### src/rtl/tpu_job_sequencer.sv
// rtl/tpu_job_sequencer.sv - drives one tpuv1 through load A/B, start, compute wait and drain C.
// Optional perf counter on last_job_cycles: define TPU_SEQ_PERF_EN.
module tpu_job_sequencer #(
    parameter int DIM            = 8,
    parameter int ADDRW          = 16,
    parameter int DATAW          = 64,
    parameter int SRC_AW         = 10,
    parameter int COMPUTE_CYCLES = 32
) (
    input  logic              clk,
    input  logic              rst_n,
    input  logic              job_valid,
    output logic              job_ready,
    input  logic [SRC_AW-1:0] job_src_base,
    input  logic [SRC_AW-1:0] job_dst_base,
    output logic              src_rd_en,
    output logic [SRC_AW-1:0] src_rd_addr,
    input  logic [DATAW-1:0]  src_rd_data,
    output logic              tpu_r_w,
    output logic [ADDRW-1:0]  tpu_addr,
    output logic [DATAW-1:0]  tpu_dataIn,
    input  logic [DATAW-1:0]  tpu_dataOut,
    output logic              res_valid,
    input  logic              res_ready,
    output logic [DATAW-1:0]  res_data,
    output logic [SRC_AW-1:0] res_addr,
    output logic              busy,
    output logic              done,
    output logic [31:0]       last_job_cycles
);

    localparam int CNT_MAX = (COMPUTE_CYCLES > 2*DIM+1) ? COMPUTE_CYCLES : 2*DIM+1;
    localparam int CNT_W   = $clog2(CNT_MAX + 1);

    localparam logic [CNT_W-1:0] ONE        = CNT_W'(1);
    localparam logic [CNT_W-1:0] DIM_C      = CNT_W'(DIM);
    localparam logic [CNT_W-1:0] LOAD_LAST  = CNT_W'(2*DIM);
    localparam logic [CNT_W-1:0] DRAIN_LAST = CNT_W'(2*DIM-1);
    localparam logic [CNT_W-1:0] COMP_LAST  = CNT_W'(COMPUTE_CYCLES-1);

    localparam logic [ADDRW-1:0] A_BASE     = ADDRW'('h100);
    localparam logic [ADDRW-1:0] B_BASE     = ADDRW'('h200);
    localparam logic [ADDRW-1:0] C_BASE     = ADDRW'('h300);
    localparam logic [ADDRW-1:0] START_ADDR = ADDRW'('h400);

    typedef enum logic [2:0] {
        S_IDLE, S_LOAD, S_START, S_COMPUTE, S_DRAIN, S_DONE
    } state_t;

    state_t            state, state_nxt;
    logic [CNT_W-1:0]  cnt, cnt_nxt, k;
    logic [SRC_AW-1:0] src_base_q, src_base_nxt, dst_base_q, dst_base_nxt;

    always_ff @(posedge clk or negedge rst_n) begin
        if (!rst_n) begin
            state      <= S_IDLE;
            cnt        <= '0;
            src_base_q <= '0;
            dst_base_q <= '0;
        end else begin
            state      <= state_nxt;
            cnt        <= cnt_nxt;
            src_base_q <= src_base_nxt;
            dst_base_q <= dst_base_nxt;
        end
    end

    always_comb begin
        state_nxt    = state;
        cnt_nxt      = cnt;
        src_base_nxt = src_base_q;
        dst_base_nxt = dst_base_q;
        k            = cnt - ONE;
        job_ready    = 1'b0;
        src_rd_en    = 1'b0;
        src_rd_addr  = '0;
        tpu_r_w      = 1'b0;
        tpu_addr     = '0;
        tpu_dataIn   = '0;
        res_valid    = 1'b0;
        res_data     = '0;
        res_addr     = '0;
        done         = 1'b0;
        unique case (state)
            S_IDLE: begin
                job_ready = 1'b1;
                if (job_valid) begin
                    src_base_nxt = job_src_base;
                    dst_base_nxt = job_dst_base;
                    cnt_nxt      = '0;
                    state_nxt    = S_LOAD;
                end
            end
            S_LOAD: begin
                // Read for word cnt overlaps the TPU write of word cnt-1.
                if (cnt != LOAD_LAST) begin
                    src_rd_en   = 1'b1;
                    src_rd_addr = src_base_q + SRC_AW'(cnt);
                end
                if (cnt != '0) begin
                    tpu_r_w    = 1'b1;
                    tpu_dataIn = src_rd_data;
                    tpu_addr   = (k < DIM_C) ? A_BASE + (ADDRW'(k) << 3)
                                             : B_BASE + (ADDRW'(k - DIM_C) << 3);
                end
                if (cnt == LOAD_LAST) begin
                    state_nxt = S_START;
                end else begin
                    cnt_nxt = cnt + ONE;
                end
            end
            S_START: begin
                tpu_r_w   = 1'b1;
                tpu_addr  = START_ADDR;
                cnt_nxt   = '0;
                state_nxt = S_COMPUTE;
            end
            S_COMPUTE: begin
                if (cnt == COMP_LAST) begin
                    cnt_nxt   = '0;
                    state_nxt = S_DRAIN;
                end else begin
                    cnt_nxt = cnt + ONE;
                end
            end
            S_DRAIN: begin
                // Each C row is two words: low half at +0, high half at +8.
                tpu_addr  = C_BASE + (ADDRW'(cnt >> 1) << 4) + (ADDRW'(cnt[0]) << 3);
                res_valid = 1'b1;
                res_data  = tpu_dataOut;
                res_addr  = dst_base_q + SRC_AW'(cnt);
                if (res_ready) begin
                    if (cnt == DRAIN_LAST) begin
                        state_nxt = S_DONE;
                    end else begin
                        cnt_nxt = cnt + ONE;
                    end
                end
            end
            S_DONE: begin
                done      = 1'b1;
                state_nxt = S_IDLE;
            end
            default: state_nxt = S_IDLE;
        endcase
    end

    assign busy = (state != S_IDLE);

`ifdef TPU_SEQ_PERF_EN
    logic [31:0] perf_cnt, perf_last, perf_inc;

    assign perf_inc = (perf_cnt == 32'hFFFF_FFFF) ? perf_cnt : perf_cnt + 32'd1;

    always_ff @(posedge clk or negedge rst_n) begin
        if (!rst_n) begin
            perf_cnt  <= '0;
            perf_last <= '0;
        end else begin
            if (state == S_IDLE) begin
                if (job_valid) perf_cnt <= '0;
            end else begin
                perf_cnt <= perf_inc;
            end
            // perf_inc already counts the done cycle itself.
            if (state == S_DONE) perf_last <= perf_inc;
        end
    end

    assign last_job_cycles = perf_last;
`else
    assign last_job_cycles = '0;
`endif

endmodule

### config.mk
export PLATFORM = sky130hd
export DESIGN_NAME = tpu_job_sequencer
export DESIGN_NICKNAME = d
export VERILOG_FILES = /design/src/rtl/tpu_job_sequencer.sv
export SDC_FILE = /design/constraint.sdc
export NUM_CORES = 1
export LEC_CHECK = 0
export CORE_AREA = 8 8 130 132
export CTS_CLUSTER_DIAMETER = 50
export DETAILED_ROUTE_END_ITERATION = 12
export DIE_AREA = 0 0 138 140
export GPL_TIMING_DRIVEN = 1
export PLACE_DENSITY = 0.72
export SKIP_CTS_REPAIR_TIMING = 1
export SLEW_MARGIN = 20
export SYNTH_ARGS = -nofsm -noshare
export SYNTH_HDL_FRONTEND = slang
export SYNTH_SLANG_ARGS = --single-unit
### constraint.sdc
create_clock -name clk -period 6.5 [get_ports clk]
set_input_delay 1.3 -clock clk [delete_from_list [all_inputs] [get_ports clk]]
set_output_delay 1.3 -clock clk [all_outputs]
set_load 0.1 [all_outputs]
## Yosys cells after proc, flatten, opt, wreduce, memory -nomap -nowiden

Index checks and enable logic that the tools add are counted.

| storage, ports and cells | value |
|---|---|
| word-level logic and storage cells | 65 |
| input port bits | 152 |
| bits in registers | 29 |
| output and inout bits | 202 |

| cells by class | value |
|---|---|
| eq/ne operators | 16 |
| muxes and demuxes | 28 |
| $lt $le $gt $ge | 1 |
| reductions and logical operators | 7 |
| add/subtract/negate cells | 9 |

Operators with widths:

| kind | number |
|---|---|
| $mux W64 | 3 |
| $pmux W16 S3 | 1 |
| $mux W16 | 2 |
| $mux W10 | 3 |
| $mux W6 | 5 |
| $pmux W6 S5 | 1 |
| $add A10 B6 Y10 | 2 |
| $mux W3 | 5 |
| $pmux W3 S5 | 1 |
| $ne A2 B2 Y1 const B | 7 |
| $add A11 B10 Y12 const A | 1 |
| $add A11 B4 Y12 | 1 |
| $eq A6 B5 Y1 const B | 2 |
| $add A10 B9 Y11 const A | 1 |
| $add A9 B9 Y10 const A | 1 |
| $reduce_and A5 Y1 | 2 |
| $sub A6 B4 Y7 const B | 1 |
| $add A6 B1 Y6 const B | 1 |
| $eq A3 B2 Y1 const B | 2 |
| $eq A3 B3 Y1 const B | 2 |
| $eq A6 B4 Y1 const B | 1 |
| $lt A6 B4 Y1 const B | 1 |
| $mux W1 | 6 |
| $ne A6 B5 Y1 const B | 1 |
| other kinds (8) | 8 |

## Longest topological paths before layout

Gate-level depths: netlist of run 1.

| depth | value |
|---|---|
| depth in word-level cells | 6 |
| depth in mapped cells | 9 |
| depth with buffers taken out | 9 |

## Worst setup path after synthesis of run 1

Ideal clock, no wire load.

| timing | value |
|---|---|
| path type | register to output |
| from | register cnt[1] |
| to | output tpu_addr[8] |
| stages on the path, launching flop included | 8 |
| buffers on the path | 0 |
| required time | 5200 ps |
| arrival | 3973 ps |
| setup slack | 1227 ps |
| cell sequence | dfrtp_1 -> inv_1 -> ha_1 -> nor3b_1 -> xnor2_1 -> ha_1 -> ha_1 -> o32ai_1 |

| between the ends | value |
|---|---|
| cells in the longest elaborated chain, start to end | 6 |
| elaborated cells on any way between the ends | 11 |
| those cells by class | add/sub: 6; order compare: 1; mux: 3; reduce/logical: 1 |

Ends and longest elaborated chain:

| item | RTL line | RTL |
|---|---|---|
| start, declared | 51 | `logic [CNT_W-1:0] cnt, cnt_nxt, k;` |
| start signal, assigned | 62 | `cnt <= cnt_nxt;` |
| $sub A6 B1 Y6 | 73 | `k = cnt - ONE;` |
| $sub A6 B4 Y7 | 104 | `: B_BASE + (ADDRW'(k - DIM_C) << 3);` |
| $add A11 B10 Y12 | 104 |  |
| $mux W16 | 103 | `tpu_addr = (k < DIM_C) ? A_BASE + (ADDRW'(k) << 3)` |
| $mux W16 | 100 | `if (cnt != '0) begin` |
| $pmux W16 S3 * | 84 | `unique case (state)` |
| end, declared | 20 | `output logic [ADDRW-1:0] tpu_addr,` |

Every way passes the cells marked *; elsewhere a longest branch is shown, timed or not.

## Worst setup path after layout of run 1

| timing | value |
|---|---|
| from | register cnt[0] |
| to | output tpu_addr[6] |

Same word-level chain as after synthesis.

==> key figures, run 1 <==
Synthesis
  – Ys Warns: 0
  – Sequential area share after synthesis: 20.3%
  – EDFF count, synth: 0
  – Syn Std Cell Area: 3570 µm²
  – Yosys reg bits: 29
  – Top_reg_cell synth: dfrtp_1
  – Synth unique cells: 58
  – Syn_area_per_cell: 7.79 µm²
  – Synth Instances: 459
  – Async set or reset register ratio after synthesis: 100%

Placed design
  – Final Wtd Congestion: 0.874
  – Setup WS pre-CTS: 1670 ps
  – PortBufs: 313
  – HPWL after DPL: 15.4 mm

Outcome
  – Status: finished clean

Cells and area
  – Post-layout util: 46.0%
  – Area Growth Syn to Fin: 91.2%
  – Layout cell share with drive strength beyond 1: 3.32%
  – Fillers: 1506
  – Nets@finish: 924

Global routing
  – Gr ovfl total: 0
  – Initial antenna violation count: 5
  – Largest net degree at the start of global routing: 77
  – First-pass GRT wire length: 26.2 mm
  – Number of global-route vias before repair: 4049
  – All-layer global routing usage: 17.3%

Floorplan
  – Rows: 45
  – Full die area: 19300 µm²
  – Chip width: 138 µm
  – Core area: 14900 µm²
  – Initial cell density of the core: 24.0%
  – I/O pins: 354
  – Die H: 140 µm

STA
  – Clock Skews: 5.35 ps
  – Fin crit share: 77.8%
  – Min Hold Slack: 489 ps
  – Fin Setup TNS: 0 ps
  – Fin. max-slew vios: 0
  – Worst rel slew slack: 27.8%
  – Fin. Hold Viols: 0
  – Final-report setup violation count: 0
  – Fmax: 0.198 GHz
  – Min Tclk post-route: 5060 ps
  – Actual slew at the worst max-slew pin: 1080 ps
  – RSZ-0062 raised after global routing: no
  – Final WS setup: 1440 ps

Detailed routing
  – ANT nets after route: 0
  – Pre-Repair DR Iteration Count: 4
  – Routed WL: 17.6 mm
  – Via count: 4065
  – Wire per inst: 18.7 µm
  – Starting DRT DRC Count: 205
  – Vias per inst: 4.30
  – DR DRC count: 0

Clock tree
  – H-tree levels: 2
  – Clock sinks: 29
  – Clock Pin Slew Worst Setup and Hold Paths: 50 ps
  – TritonCTS clock tree: done
  – CTS buffer count: 5
  – CTS root buf: clkbuf_16
  – Worst skew pair latency: 270 ps
  – Clock Tree Buf Depth: 2

Worst setup path
  – Worst stage delay on the critical path: 1190 ps
  – CP bufs+invs: 3
  – Cell breakdown of the critical path: inv_1, ha_1, and3_1, nor2_4, buf_4, a22o_1, clkdlybuf4s50_1
  – Required time of the critical path: 5200 ps
  – Delay-heaviest family, CP: buffers and inverters
  – Setup crit end kind: primary output
  – Critical Path Slowest Stage Cell: clkdlybuf4s50_1
  – Crit path launch type: register
  – Maximum fanout along the worst path: 40
  – CP arrival: 3760 ps
  – Crit path kind: reg2out

Hold path
  – Hold Crit Class: reg2reg

Run
  – Max_cap viols: 0
## cells in the final DEF (no fill, tap or decap), types with 6 or more instances in the layout
| cell type | synthesis | layout |
|---|---|---|
| clkdlybuf4s50_1 | 0 | 313 |
| and2_1 | 133 | 132 |
| conb_1 | 1 | 40 |
| inv_1 | 13 | 13 |
| nand3_1 | 10 | 10 |
| mux2_1 | 15 | 15 |
| nand2_1 | 19 | 19 |
| ha_1 | 17 | 17 |
| xor2_1 | 6 | 6 |
| nor3_1 | 13 | 13 |
| a21oi_1 | 8 | 8 |
| nor2b_1 | 7 | 7 |
| o21ai_0 | 12 | 12 |
| nor2_1 | 25 | 25 |
| o21ai_1 | 11 | 11 |
| dfrtp_1 | 29 | 29 |
| a211oi_1 | 6 | 6 |
## final timing paths
| path | start | end | slack (ps) | cells past startpoint |
|---|---|---|---|---|
| worst min-delay path | dst_base_q[3]$_DFFE_PN0P_ | dst_base_q[3]$_DFFE_PN0P_ | 490 | 1 |
| worst max-delay path | cnt[0]$_DFFE_PN0P_ | tpu_addr[6] | 1440 | 7 |
| worst max register to register | state[1]$_DFFE_PN0P_ | cnt[5]$_DFFE_PN0P_ | 3750 | 6 |
| min in group asynchronous | rst_n | cnt[5]$_DFFE_PN0P_ | 1410 | 2 |
| max in group asynchronous | rst_n | src_base_q[7]$_DFFE_PN0P_ | 4810 | 2 |
| worst min register to register | dst_base_q[3]$_DFFE_PN0P_ | dst_base_q[3]$_DFFE_PN0P_ | 490 | 1 |
## metal layers
layer,part of all wire (%),global-route usage (%),routed length [µm],vias up
met5,0.14,0,25,-
met4,0.99,3.26,174,4
met3,6.8,5.34,1200,15
met2,49,29.4,8730,166
met1,43,21.0,7500,1837
li1,-,-,-,2043
## state kept, by name (all words and copies together), names as in the netlist
register    flops
src_base_q     10
dst_base_q     10
cnt             6
state           3
## area by class of cell
class | instances | area (µm²) | share of cell area (%)
Timing Repair Buffer | 315 | 3150 | 46.1
Multi-Input combinational cell | 385 | 2490 | 36.5
Inverter | 17 | 63.8 | 0.934
Sequential cell | 29 | 726 | 10.6
Tap cell | 188 | 235 | 3.44
Clock inverter | 1 | 5.00 | 0.0732
Clock buffer | 7 | 153 | 2.23
Antenna cell | 3 | 7.51 | 0.110
## cell usage after synthesis, types with 3 or more instances
| cell | count | share of area [%] |
|---|---|---|
| o21a_1 | 4 | 0.84 |
| a22o_1 | 3 | 0.74 |
| and3_1 | 5 | 0.88 |
| o21ai_1 | 11 | 1.5 |
| buf_2 | 13 | 1.8 |
| a21o_1 | 3 | 0.63 |
| xnor2_1 | 3 | 0.74 |
| nand2b_1 | 3 | 0.53 |
| xor2_1 | 6 | 1.5 |
| nor3_1 | 13 | 1.8 |
| inv_2 | 4 | 0.42 |
| nand3_1 | 10 | 1.4 |
| o21ai_0 | 12 | 1.7 |
| a211oi_1 | 6 | 1.3 |
| a21oi_1 | 8 | 1.1 |
| dfrtp_1 | 29 | 20 |
| nor2b_1 | 7 | 1.2 |
| buf_4 | 42 | 8.8 |
| inv_1 | 13 | 1.4 |
| ha_1 | 17 | 6.0 |
| and2_1 | 133 | 23 |
| o31ai_1 | 3 | 0.63 |
| nand2_1 | 19 | 2.0 |
| nor2_1 | 25 | 2.6 |
| clkbuf_1 | 9 | 0.95 |
| mux2_1 | 15 | 4.7 |
| o211ai_1 | 3 | 0.63 |
## per-stage QoR
stage	std cells	cell area (µm²)
final	945	6830
after global routing	942	6830
after detailed placement	934	6670
after global placement	934	6670
after CTS	942	6820
after floorplan	498	3720
## logic make-up after synthesis
group | count (synthesis) | synth area share, %
compound gates | 67 | 12.7
xor+xnor | 9 | 2.21
fa+ha+maj | 19 | 7.07
buf+inv | 84 | 14.1
flops | 29 | 20.3
mux | 18 | 5.60
other cells | 1 | 0.105
simple gates | 232 | 37.8
Power of run 1 is left out: the tool's default activity adds up to more than one toggle a clock period on the data nets, which glitch-free logic cannot reach.
==> run 2: changes to the inputs <==
CORE_AREA = 8 8 133 135   (was 8 8 130 132)
DIE_AREA = 0 0 141 143   (was 0 0 138 140)
clock period = 4.3 ns   (was 6.5 ns; I/O delays follow)
==> key figures, run 2 (synthesis results as in run 1) <==
Clock tree
  – CTS root buf: clkbuf_16
  – CTS buffer count: 5 (unchanged)
  – Worst skew pair latency: 270 ps (about the same)
  – Clock sinks: 29 (unchanged)
  – Clock Pin Slew Worst Setup and Hold Paths: 50 ps (about the same)
  – TritonCTS clock tree: done
  – H-tree levels: 2 (unchanged)
  – Clock Tree Buf Depth: 2 (unchanged)

Detailed routing
  – ANT nets after route: 0 (unchanged)
  – Pre-Repair DR Iteration Count: 4 (unchanged)
  – Starting DRT DRC Count: 213 (+3.9%)
  – Routed WL: 17.6 mm (-0.20%)
  – Vias per inst: 4.19 (-2.7%)
  – Via count: 4081 (+0.39%)
  – DR DRC count: 0 (unchanged)
  – Wire per inst: 18.0 µm (-3.3%)

STA
  – Worst rel slew slack: 30.0% (+2.2 points)
  – Clock Skews: 4.56 ps (-0.781 ps)
  – Final-report setup violation count: 0 (unchanged)
  – Fin. Hold Viols: 0 (unchanged)
  – Min Tclk post-route: 3660 ps
  – Final WS setup: 636 ps (-803 ps)
  – Actual slew at the worst max-slew pin: 1050 ps (-30.1 ps)
  – Fin Setup TNS: 0 ps (unchanged)
  – Fin crit share: 85.2%
  – Min Hold Slack: 490 ps (+1.38 ps)
  – RSZ-0062 raised after global routing: no
  – Fmax: 0.273 GHz
  – Fin. max-slew vios: 0 (unchanged)

Global routing
  – Largest net degree at the start of global routing: 36 (-53%)
  – First-pass GRT wire length: 25.0 mm (-4.5%)
  – Initial antenna violation count: 3 (-2)
  – All-layer global routing usage: 16.1% (-1.2 points)
  – Number of global-route vias before repair: 4023 (-0.64%)
  – Gr ovfl total: 0 (unchanged)

Placed design
  – PortBufs: 313 (unchanged)
  – Setup WS pre-CTS: 935 ps (-739 ps)
  – HPWL after DPL: 15.2 mm (-1.5%)
  – # placed instances: 964 (+3.2%)
  – Final Wtd Congestion: 0.876 (+0.19%)

Hold path
  – Hold Crit Class: reg2reg
  – Hold endpoint: dst_base_q[5]$_DFFE_PN0P_
  – Hold wc startpoint: dst_base_q[5]$_DFFE_PN0P_
  – WHS Path Cells: 1 (unchanged)

Worst setup path
  – Maximum fanout along the worst path: 7 (-83%)
  – CP arrival: 2800 ps (-960 ps)
  – Required time of the critical path: 3440 ps (-1760 ps)
  – Crit path kind: reg2out
  – Setup crit end kind: primary output
  – Crit path launch type: register
  – RR Startpoint: state[1]$_DFFE_PN0P_
  – RR Endpoint: cnt[5]$_DFFE_PN0P_
  – Flop2flop setup slack: 1920 ps (-1830 ps)
  – Reg2Reg Depth: 6 (unchanged)

Cells and area
  – Commonest non-fill, non-tap cell in the layout: buf_4
  – Most frequent cells in the layout: buf_4 (161), clkdlybuf4s50_1 (154), and2_1 (133)
  – Non-filler instance count after layout: 975 (+3.2%)
  – Top Registers: dst_base_q (10), src_base_q (10), cnt (6)
  – Fillers: 1562 (+3.7%)
  – Combined flip-flop and latch cell area: 726 µm² (unchanged)
  – Area Growth Syn to Fin: 82.2%
  – Multi-input gate area: 2520 µm² (+0.85%)
  – Nets@finish: 926 (+0.22%)
  – Layout cell share with drive strength beyond 1: 24.9% (+22 points)

Floorplan
  – I/O pins: 354 (unchanged)
  – Core area: 15600 µm² (+4.9%)
  – Chip width: 141 µm (+2.2%)
  – Full die area: 20200 µm² (+4.4%)
  – Rows: 46 (+2.2%)
  – Die H: 143 µm (+2.1%)
  – Initial cell density of the core: 22.9% (-1.1 points)

Outcome
  – Status: finished clean

Run
  – Max_cap viols: 0 (unchanged)
==> run 2: cell types whose count changed in the layout (fill, tap and decap cells not counted), sizes merged <==
cell / delta
clkdlybuf4s50: -159
clkbuf: -1
clkinv: +1
buf: +161
==> run 2: area by class of cell <==
type / instances / area share [%]
Timing Repair Buffer: 317 / 42.8
Multi-Input combinational cell: 385 / 38.6
Sequential cell: 29 / 11.1
Tap cell: 216 / 4.15
Clock buffer: 6 / 1.98
Inverter: 17 / 0.980
Clock inverter: 2 / 0.154
Antenna cell: 3 / 0.115
==> run 2: critical path, cell delays in order (launching register included) <==
cell and delay (ps):
dfrtp_1 450, inv_1 280, ha_1 250, nor3b_1 240
xnor2_1 140, ha_1 240, ha_1 280, o32ai_2 300
buf_4 340
==> run 2: per-stage QoR <==
stage / util [%] / instance area [µm²]
after CTS: 41.7 / 6500
after detailed placement: 40.8 / 6370
after global placement: 40.8 / 6370
after floorplan: - / 3740
final: 41.8 / 6510
after global routing: 41.8 / 6510
==> run 2: how the worst max path moves through the flow <==
stage,to,start
2_1_floorplan,tpu_addr[4],cnt[0]$_DFFE_PN0P_
3_3_place_gp,tpu_addr[8],cnt[1]$_DFFE_PN0P_
3_5_place_dp,tpu_addr[8],cnt[1]$_DFFE_PN0P_
4_1_cts,tpu_addr[8],cnt[1]$_DFFE_PN0P_
5_1_grt,tpu_addr[8],cnt[1]$_DFFE_PN0P_
6_report,tpu_addr[8],cnt[1]$_DFFE_PN0P_
==> run 2: routing by layer <==
| layer | global-route usage [%] | share of wire (%) |
|---|---|---|
| met5 | 0 | 0 |
| met4 | 4.41 | 1.3 |
| met3 | 3.64 | 6.4 |
| met2 | 27.4 | 50 |
| met1 | 20.0 | 42 |
Power of run 2 is left out for the same reason.
